[config.mk]
export PLATFORM = sky130hd
export DESIGN_NAME = ex_mem_skid
export DESIGN_NICKNAME = d
export VERILOG_FILES = /design/src/rtl/ex_mem_skid.sv
export SDC_FILE = /design/constraint.sdc
export NUM_CORES = 1
export LEC_CHECK = 0
export CAP_MARGIN = 25
export CORE_ASPECT_RATIO = 0.9
export CORE_UTILIZATION = 25
export CTS_CLUSTER_SIZE = 30
export DETAILED_ROUTE_END_ITERATION = 16
export GPL_TIMING_DRIVEN = 0
export PLACE_DENSITY = 0.53
export SYNTH_ARGS = -nofsm -noshare
export SYNTH_HDL_FRONTEND = slang
export SYNTH_SLANG_ARGS = --single-unit
[constraint.sdc]
create_clock -name clk -period 4.9 [get_ports clk]
set_input_delay 0.98 -clock clk [delete_from_list [all_inputs] [get_ports clk]]
set_output_delay 0.98 -clock clk [all_outputs]
set_load 0.005 [all_outputs]
[src/rtl/ex_mem_skid.sv]
// rtl/ex_mem_skid.sv - EX/MEM boundary register with valid/ready handshake and 2-entry skid buffer
module ex_mem_skid #(
    parameter int DATA_W        = 32,
    parameter int ADDR_W        = 5,
    parameter int CNT_W         = 16,
    parameter int ZERO_SUPPRESS = 1
) (
    input  logic              clk,
    input  logic              rst,
    input  logic              flush,
    input  logic              in_valid,
    output logic              in_ready,
    input  logic [ADDR_W-1:0] rd,
    input  logic              regwe,
    input  logic [DATA_W-1:0] result,
    output logic              out_valid,
    input  logic              out_ready,
    output logic [ADDR_W-1:0] rd_o,
    output logic              regwe_o,
    output logic [DATA_W-1:0] wbdata,
    input  logic              clr_cnt,
    output logic [CNT_W-1:0]  stall_cnt
);

    logic              r_m_v;
    logic [ADDR_W-1:0] r_m_rd;
    logic              r_m_regwe;
    logic [DATA_W-1:0] r_m_data;
    logic              r_s_v;
    logic [ADDR_W-1:0] r_s_rd;
    logic              r_s_regwe;
    logic [DATA_W-1:0] r_s_data;
    logic [CNT_W-1:0]  r_stall_cnt;

    logic w_accept;
    logic w_drain;
    logic w_m_free;
    logic w_zero_kill;

    // Readiness depends only on skid occupancy, breaking any out_ready -> in_ready path.
    assign in_ready    = !r_s_v;
    assign w_accept    = in_valid & in_ready;
    assign w_drain     = r_m_v & out_ready;
    assign w_m_free    = !r_m_v | w_drain;
    assign w_zero_kill = (ZERO_SUPPRESS != 0) && (r_m_rd == '0);

    always_ff @(posedge clk or negedge rst) begin
        if (!rst) begin
            r_m_v     <= 1'b0;
            r_m_rd    <= '0;
            r_m_regwe <= 1'b0;
            r_m_data  <= '0;
            r_s_v     <= 1'b0;
            r_s_rd    <= '0;
            r_s_regwe <= 1'b0;
            r_s_data  <= '0;
        end else if (flush) begin
            r_m_v <= 1'b0;
            r_s_v <= 1'b0;
        end else if (w_m_free) begin
            if (r_s_v) begin
                r_m_v     <= 1'b1;
                r_m_rd    <= r_s_rd;
                r_m_regwe <= r_s_regwe;
                r_m_data  <= r_s_data;
                r_s_v     <= w_accept;
                if (w_accept) begin
                    r_s_rd    <= rd;
                    r_s_regwe <= regwe;
                    r_s_data  <= result;
                end
            end else if (w_accept) begin
                r_m_v     <= 1'b1;
                r_m_rd    <= rd;
                r_m_regwe <= regwe;
                r_m_data  <= result;
            end else begin
                r_m_v <= 1'b0;
            end
        end else if (w_accept) begin
            r_s_v     <= 1'b1;
            r_s_rd    <= rd;
            r_s_regwe <= regwe;
            r_s_data  <= result;
        end
    end

    // Counts edges where a valid entry is held back; clear wins over increment.
    always_ff @(posedge clk or negedge rst) begin
        if (!rst) begin
            r_stall_cnt <= '0;
        end else if (clr_cnt) begin
            r_stall_cnt <= '0;
        end else if (r_m_v && !out_ready && !flush && (r_stall_cnt != '1)) begin
            r_stall_cnt <= r_stall_cnt + 1'b1;
        end
    end

    assign out_valid = r_m_v;
    assign rd_o      = r_m_rd;
    assign wbdata    = r_m_data;
    assign regwe_o   = r_m_v & r_m_regwe & !w_zero_kill;
    assign stall_cnt = r_stall_cnt;

endmodule

# --- Yosys cells after proc, flatten, opt, wreduce, memory -nomap -nowiden ---
# Index checks and enable logic that the tools add are counted.
classes:
  addsub: 1
  multipliers: 0
  magnitude_cmp: 0
  n_mux: 25
  div: 0
  n_eq_ne: 2
  shift: 0
  bitwise: 6
  reduce_logical: 15
ops:
  columns: ["operator", "count"]
  rows:
  - ["32-bit 2-to-1 mux", 5]
  - ["16-bit 2-to-1 mux", 2]
  - ["5-bit 2-to-1 mux", 5]
  - ["16-bit by 1-bit adder with 16-bit output (second input constant)", 1]
  - ["16-bit != test (second input constant)", 1]
  - ["1-bit 2-to-1 mux", 13]
  - ["2-bit nonzero test", 3]
  - ["1-bit zero test", 5]
  - ["5-bit zero test", 1]
  - ["1-bit bitwise AND", 4]
  - ["1-bit logical AND", 3]
  - ["3-bit AND reduction", 1]
  - ["3-bit nonzero test", 1]
  - ["2-bit != test (second input constant)", 1]
  - ["2-bit AND reduction", 1]
  - ["1-bit NOT", 1]
  - ["1-bit bitwise OR", 1]
totals:
  out_inout_bits: 56
  latch_bits: 0
  regBits: 94
  memories: 0
  ram_bits: 0
  mem_bits_ro: 0
  input_bits: 44
  wordCells: 58

# --- Depth between registers and ports, before layout ---
depth:
  ltp_word: 6
  depth_mapped: 7
  mapped_depth_nobuf: 5

# --- Least setup slack after synthesis ---
# No wires, ideal clock.
synth_path:
  kind: "input to register"
  startpoint: "input flush"
  endpoint: "register r_stall_cnt[13] (netlist: stall_cnt[13])"
  setup_time_ns: 0.125
  cell_stages: 5
  arrival_time_ns: 2.431
  path_slack_ns: 2.344
  n_path_buf: 1
  t_required_ns: 4.775
  cell_sequence: "or3b_1 -> or3_1 -> buf_2 -> nor4_1 -> mux2_2"
synth_via:
  elab_chain_len: 4
synth_rtl:
  columns: ["item", "line", "text"]
  rows:
  - ["start: declaration", "10", "input logic flush,"]
  - ["1-bit zero test", "94", "end else if (r_m_v && !out_ready && !flush && (r_stall_cnt != '1)) begin"]
  - ["1-bit logical AND (2 in series)", "94", null]
  - ["2-bit nonzero test (no line)", null, null]
  - ["end signal: assignment", "95", "r_stall_cnt <= r_stall_cnt + 1'b1;"]
  - ["end: declaration", "33", "logic [CNT_W-1:0] r_stall_cnt;"]
# No other way between the ends.
# A chain may end at the register's enable or synchronous reset.

# --- Worst setup path in the final report ---
layout_path:
  startpoint: "input flush"
  endpoint: "register r_s_data[14]"
layout_via:
  elab_chain_len: 2
layout_rtl:
  columns: ["item", "line", "text"]
  rows:
  - ["1-bit NOT (no line)", null, null]
  - ["2-bit AND reduction (no line)", null, null]
  - ["end signal: assignment", "70", "r_s_data <= result;"]
  - ["end signal: assignment", "84", "r_s_data <= result;"]
  - ["end: declaration", "32", "logic [DATA_W-1:0] r_s_data;"]
# No other way between the ends.

==> implementation parameters <==
Parameter                              Value

Critical path
  Depth of the worst register-to-register path    5
  Type of element launching the critical path    input pin
  Reg2Reg Setup Slack    2.48 ns
  Highest fanout seen on the critical path    10
  Critical path arrival    3.33 ns
  Type of the setup path with the least slack    in -> reg
  WP data required    5.13 ns
  Most numerous cell on the critical path    clkbuf_1
  Worst flop-to-flop path endpoint    r_s_data[14]
  Worst stage delay on the critical path    0.58 ns
  CP startpoint    flush
  Timing endpoint of the critical path    r_s_data[14]
  Critical Path End Type    flop
  Cell chain of the critical path    clkdlybuf4s50_1, nor3b_1, nand3_1, clkbuf_1, clkbuf_1, mux2_2
  Slowest stage cell on the critical path    nor3b_1
  R2R Path Start    out_valid

Route
  Number of vias per cell    4.63
  Average wire per cell in the routed design    15.7 um
  DRT iter0 DRCs    105
  Antenna-violating nets left    0
  Via count    3133
  Number of detailed-route iterations in the first pass    4
  DRC Markers    0
  Wire length after detailed routing    10.6 mm

CTS
  Latest clock arrival within the worst-skew pair    0.34 ns
  CTS Buf Count    9
  # hold bufs at CTS    0
  Clock transition at the register clock pins on the worst setup and hold paths after CTS    0.06 ns
  Post-CTS setup buffer count    0
  Resize count post-CTS    0
  Clock root buffer    clkbuf_16
  Clock tree from TritonCTS    yes
  Maximum level of the CTS H-tree    3
  CTS sink count    94
  Bufs on Longest Clock Path    2

Yosys
  Gate count after technology mapping    353
  Synth Area in Compound Gates    8.27%
  Syn. warnings    0
  Post-synthesis xor/xnor area fraction    0.213%
  Simple logic cell fraction of the synthesized area    11.2%
  Number of nets produced by synthesis    398
  Largest family of logic cells by synthesized area    multiplexers
  Yosys cell types    34
  Netlist Area Pre-Place    4110 um^2
  Mean instance size in the synthesized netlist    11.7 um^2
  Multiplexer area fraction after synthesis    20.7%
  Proportion of synthesized chip area in sequential cells    57.2%
  Flip-flop and latch count after synthesis    94
  Fraction of the mapped netlist area in adder cells    0.304%

Global route
  Pin count of the biggest net entering global routing    61
  First-pass GRT wire length    17.0 mm
  Antenna violations before repair    0
  GR Layer Usage met2    21.6%
  Overall track demand over capacity in global routing    13.6%
  Global-route congestion overflow total    0
  Grt met3 use    4.76%
  Gr busiest metal    met2
  Via count of the first global-routing pass    3196
  Met1 track demand over resource in global routing    17.1%

Die
  Total core area    16100 um^2
  Chip Width    137 um
  Number of top-level pins    100
  Die outline height    124 um
  Count of standard-cell rows    44
  Initial core utilization    25.5%
  Die Footprint    17000 um^2

Timing
  Total Negative Setup Slacks    0 ns
  Ratio of final minimum period to clock period    63.2%
  Number of pins with negative max-slew slack in the final report    0
  RSZ-0062 raised after global routing    no
  Post-route worst setup slack    1.80 ns
  Actual transition at the worst max-transition pin    0.875 ns
  Post-layout min period    3.10 ns
  Final setup fails    0
  Max Freq    323 MHz
  Max-Slew Margin vs Limit    41.7%
  Final Hold Violating Endpoints    0
  Worst clock skew    0.00634 ns

Placed design
  Post-DP HPWL    7.32 mm
  Dpl cell area    5390 um^2
  Routability cong.    0.741
  Count of buffers inserted at the top-level ports    99
  Setup slack at placement    1.38 ns

Final layout
  Growth of design area from synthesis to finish    38.7%
  Antenna Cells    0
  Net total in the final layout    509
  Layout cells sized above 1    13.2%
  Core utilization of the finished layout    35.4%
  Area of all placed cells without fillers    5710 um^2
  Layout fillers    1587

Power and ir drop
  IR drop worst, VDD    205 uV
  Pleak    2.20 nW
  Power density over cell area    367 nW/um^2
  Final Power    2.10 mW

Min path
  Class of the tightest hold or removal check    reg -> reg

Run
  Maxcap violations    0

Run status
  Status    completed
==> layout make-up <==
type | count | area, um^2 | share of cell area (%)
tap | 207 | 259 | 4.54
multi-input combinational | 236 | 1670 | 29.3
timing repair buffer | 100 | 1020 | 17.8
clock buffer | 12 | 246 | 4.32
sequential | 94 | 2350 | 41.2
inverter | 2 | 7.51 | 0.132
buffer | 21 | 81.3 | 1.43
clock inverter | 4 | 70.1 | 1.23
==> cell usage after synthesis <==
cell	number	area, um^2
a211oi_1	1	7.51
o311a_1	1	10.0
buf_1	8	30.0
o21ai_0	5	25.0
xor2_1	1	8.76
a21oi_1	46	230
mux2_2	41	462
nor3_1	3	15.0
or2_2	1	6.26
or3b_1	1	8.76
nand2b_1	2	12.5
inv_1	2	7.51
nor2_1	46	173
nor4_2	1	12.5
o31ai_1	3	22.5
or4_1	3	22.5
o21ba_2	1	10.0
dfrtp_1	94	2350
nor4_1	6	37.5
and4_1	1	8.76
a311oi_1	1	8.76
nand2_1	5	18.8
nor3b_1	1	7.51
mux2i_1	39	390
or3_1	5	31.3
ha_1	1	12.5
nand3_1	6	30.0
nor2b_1	4	25.0
buf_2	2	10.0
o31a_1	2	17.5
and3_1	2	12.5
nand4_1	6	37.5
clkbuf_1	11	41.3
o2111ai_1	1	8.76
==> state kept, by name, indices dropped and copies added (netlist names) <==
signal	cells
r_s_rd	5
rd_o	5
stall_cnt	16
r_s_data	32
r_m_regwe	1
out_valid	1
r_s_regwe	1
wbdata	32
r_s_v	1
==> per-layer routing <==
| metal | vias to the layer above | routed length, um |
|---|---|---|
| met5 | - | 0 |
| met4 | 0 | 150 |
| met3 | 12 | 700 |
| met2 | 85 | 5040 |
| met1 | 1555 | 4720 |
| li1 | 1481 | - |
==> layout by cell type, fill, tap and decap left out, types with 8 or more instances in the layout <==
cell type	netlist	layout
clkdlybuf4s50_1	0	98
dfrtp_1	94	94
a21oi_1	46	46
nor2_1	46	46
mux2_2	41	41
mux2i_1	39	39
clkbuf_1	11	13
clkbuf_16	0	9
buf_1	8	8
==> kinds of logic (layout without fill, tap and decap cells) <==
group / after synthesis / in the layout
compound gates: 61 / 61
xor+xnor: 1 / 1
fa+ha+maj: 1 / 1
buf+inv: 23 / 139
flops: 94 / 94
mux: 80 / 80
simple gates: 93 / 93
==> how the worst min path moves through the flow <==
stage / start / end / cells past startpoint
3_3_place_gp: r_s_data[10] / r_s_data[10] / 1
5_1_grt: r_s_rd[2] / r_s_rd[2] / 1
4_1_cts: r_s_data[6] / r_s_data[6] / 1
3_5_place_dp: r_s_data[6] / r_s_data[6] / 1
2_1_floorplan: r_s_data[0] / r_s_data[0] / 1
6_report: r_s_data[6] / r_s_data[6] / 1
==> worst max-delay path, delay by kind of cell <==
family | cells | cell delay (ns)
AND/OR/NAND/NOR | 2 | 0.78
multiplexers | 1 | 0.37
buffers and inverters | 3 | 1.19
==> through the flow <==
| step | hold WS (ns) | instances |
|---|---|---|
| final | 0.505 | 676 |
| after CTS | 0.507 | 676 |
| after global routing | 0.517 | 676 |
| after floorplan | 0.479 | 353 |
| after global placement | 0.486 | 659 |
| after detailed placement | 0.493 | 660 |
==> power by group <==
part,internal [mW],switching [mW]
combinational,0.227,0.132
clock,0.460,0.289
sequential,0.915,0.0730
Power figures use the tool's default switching activity.
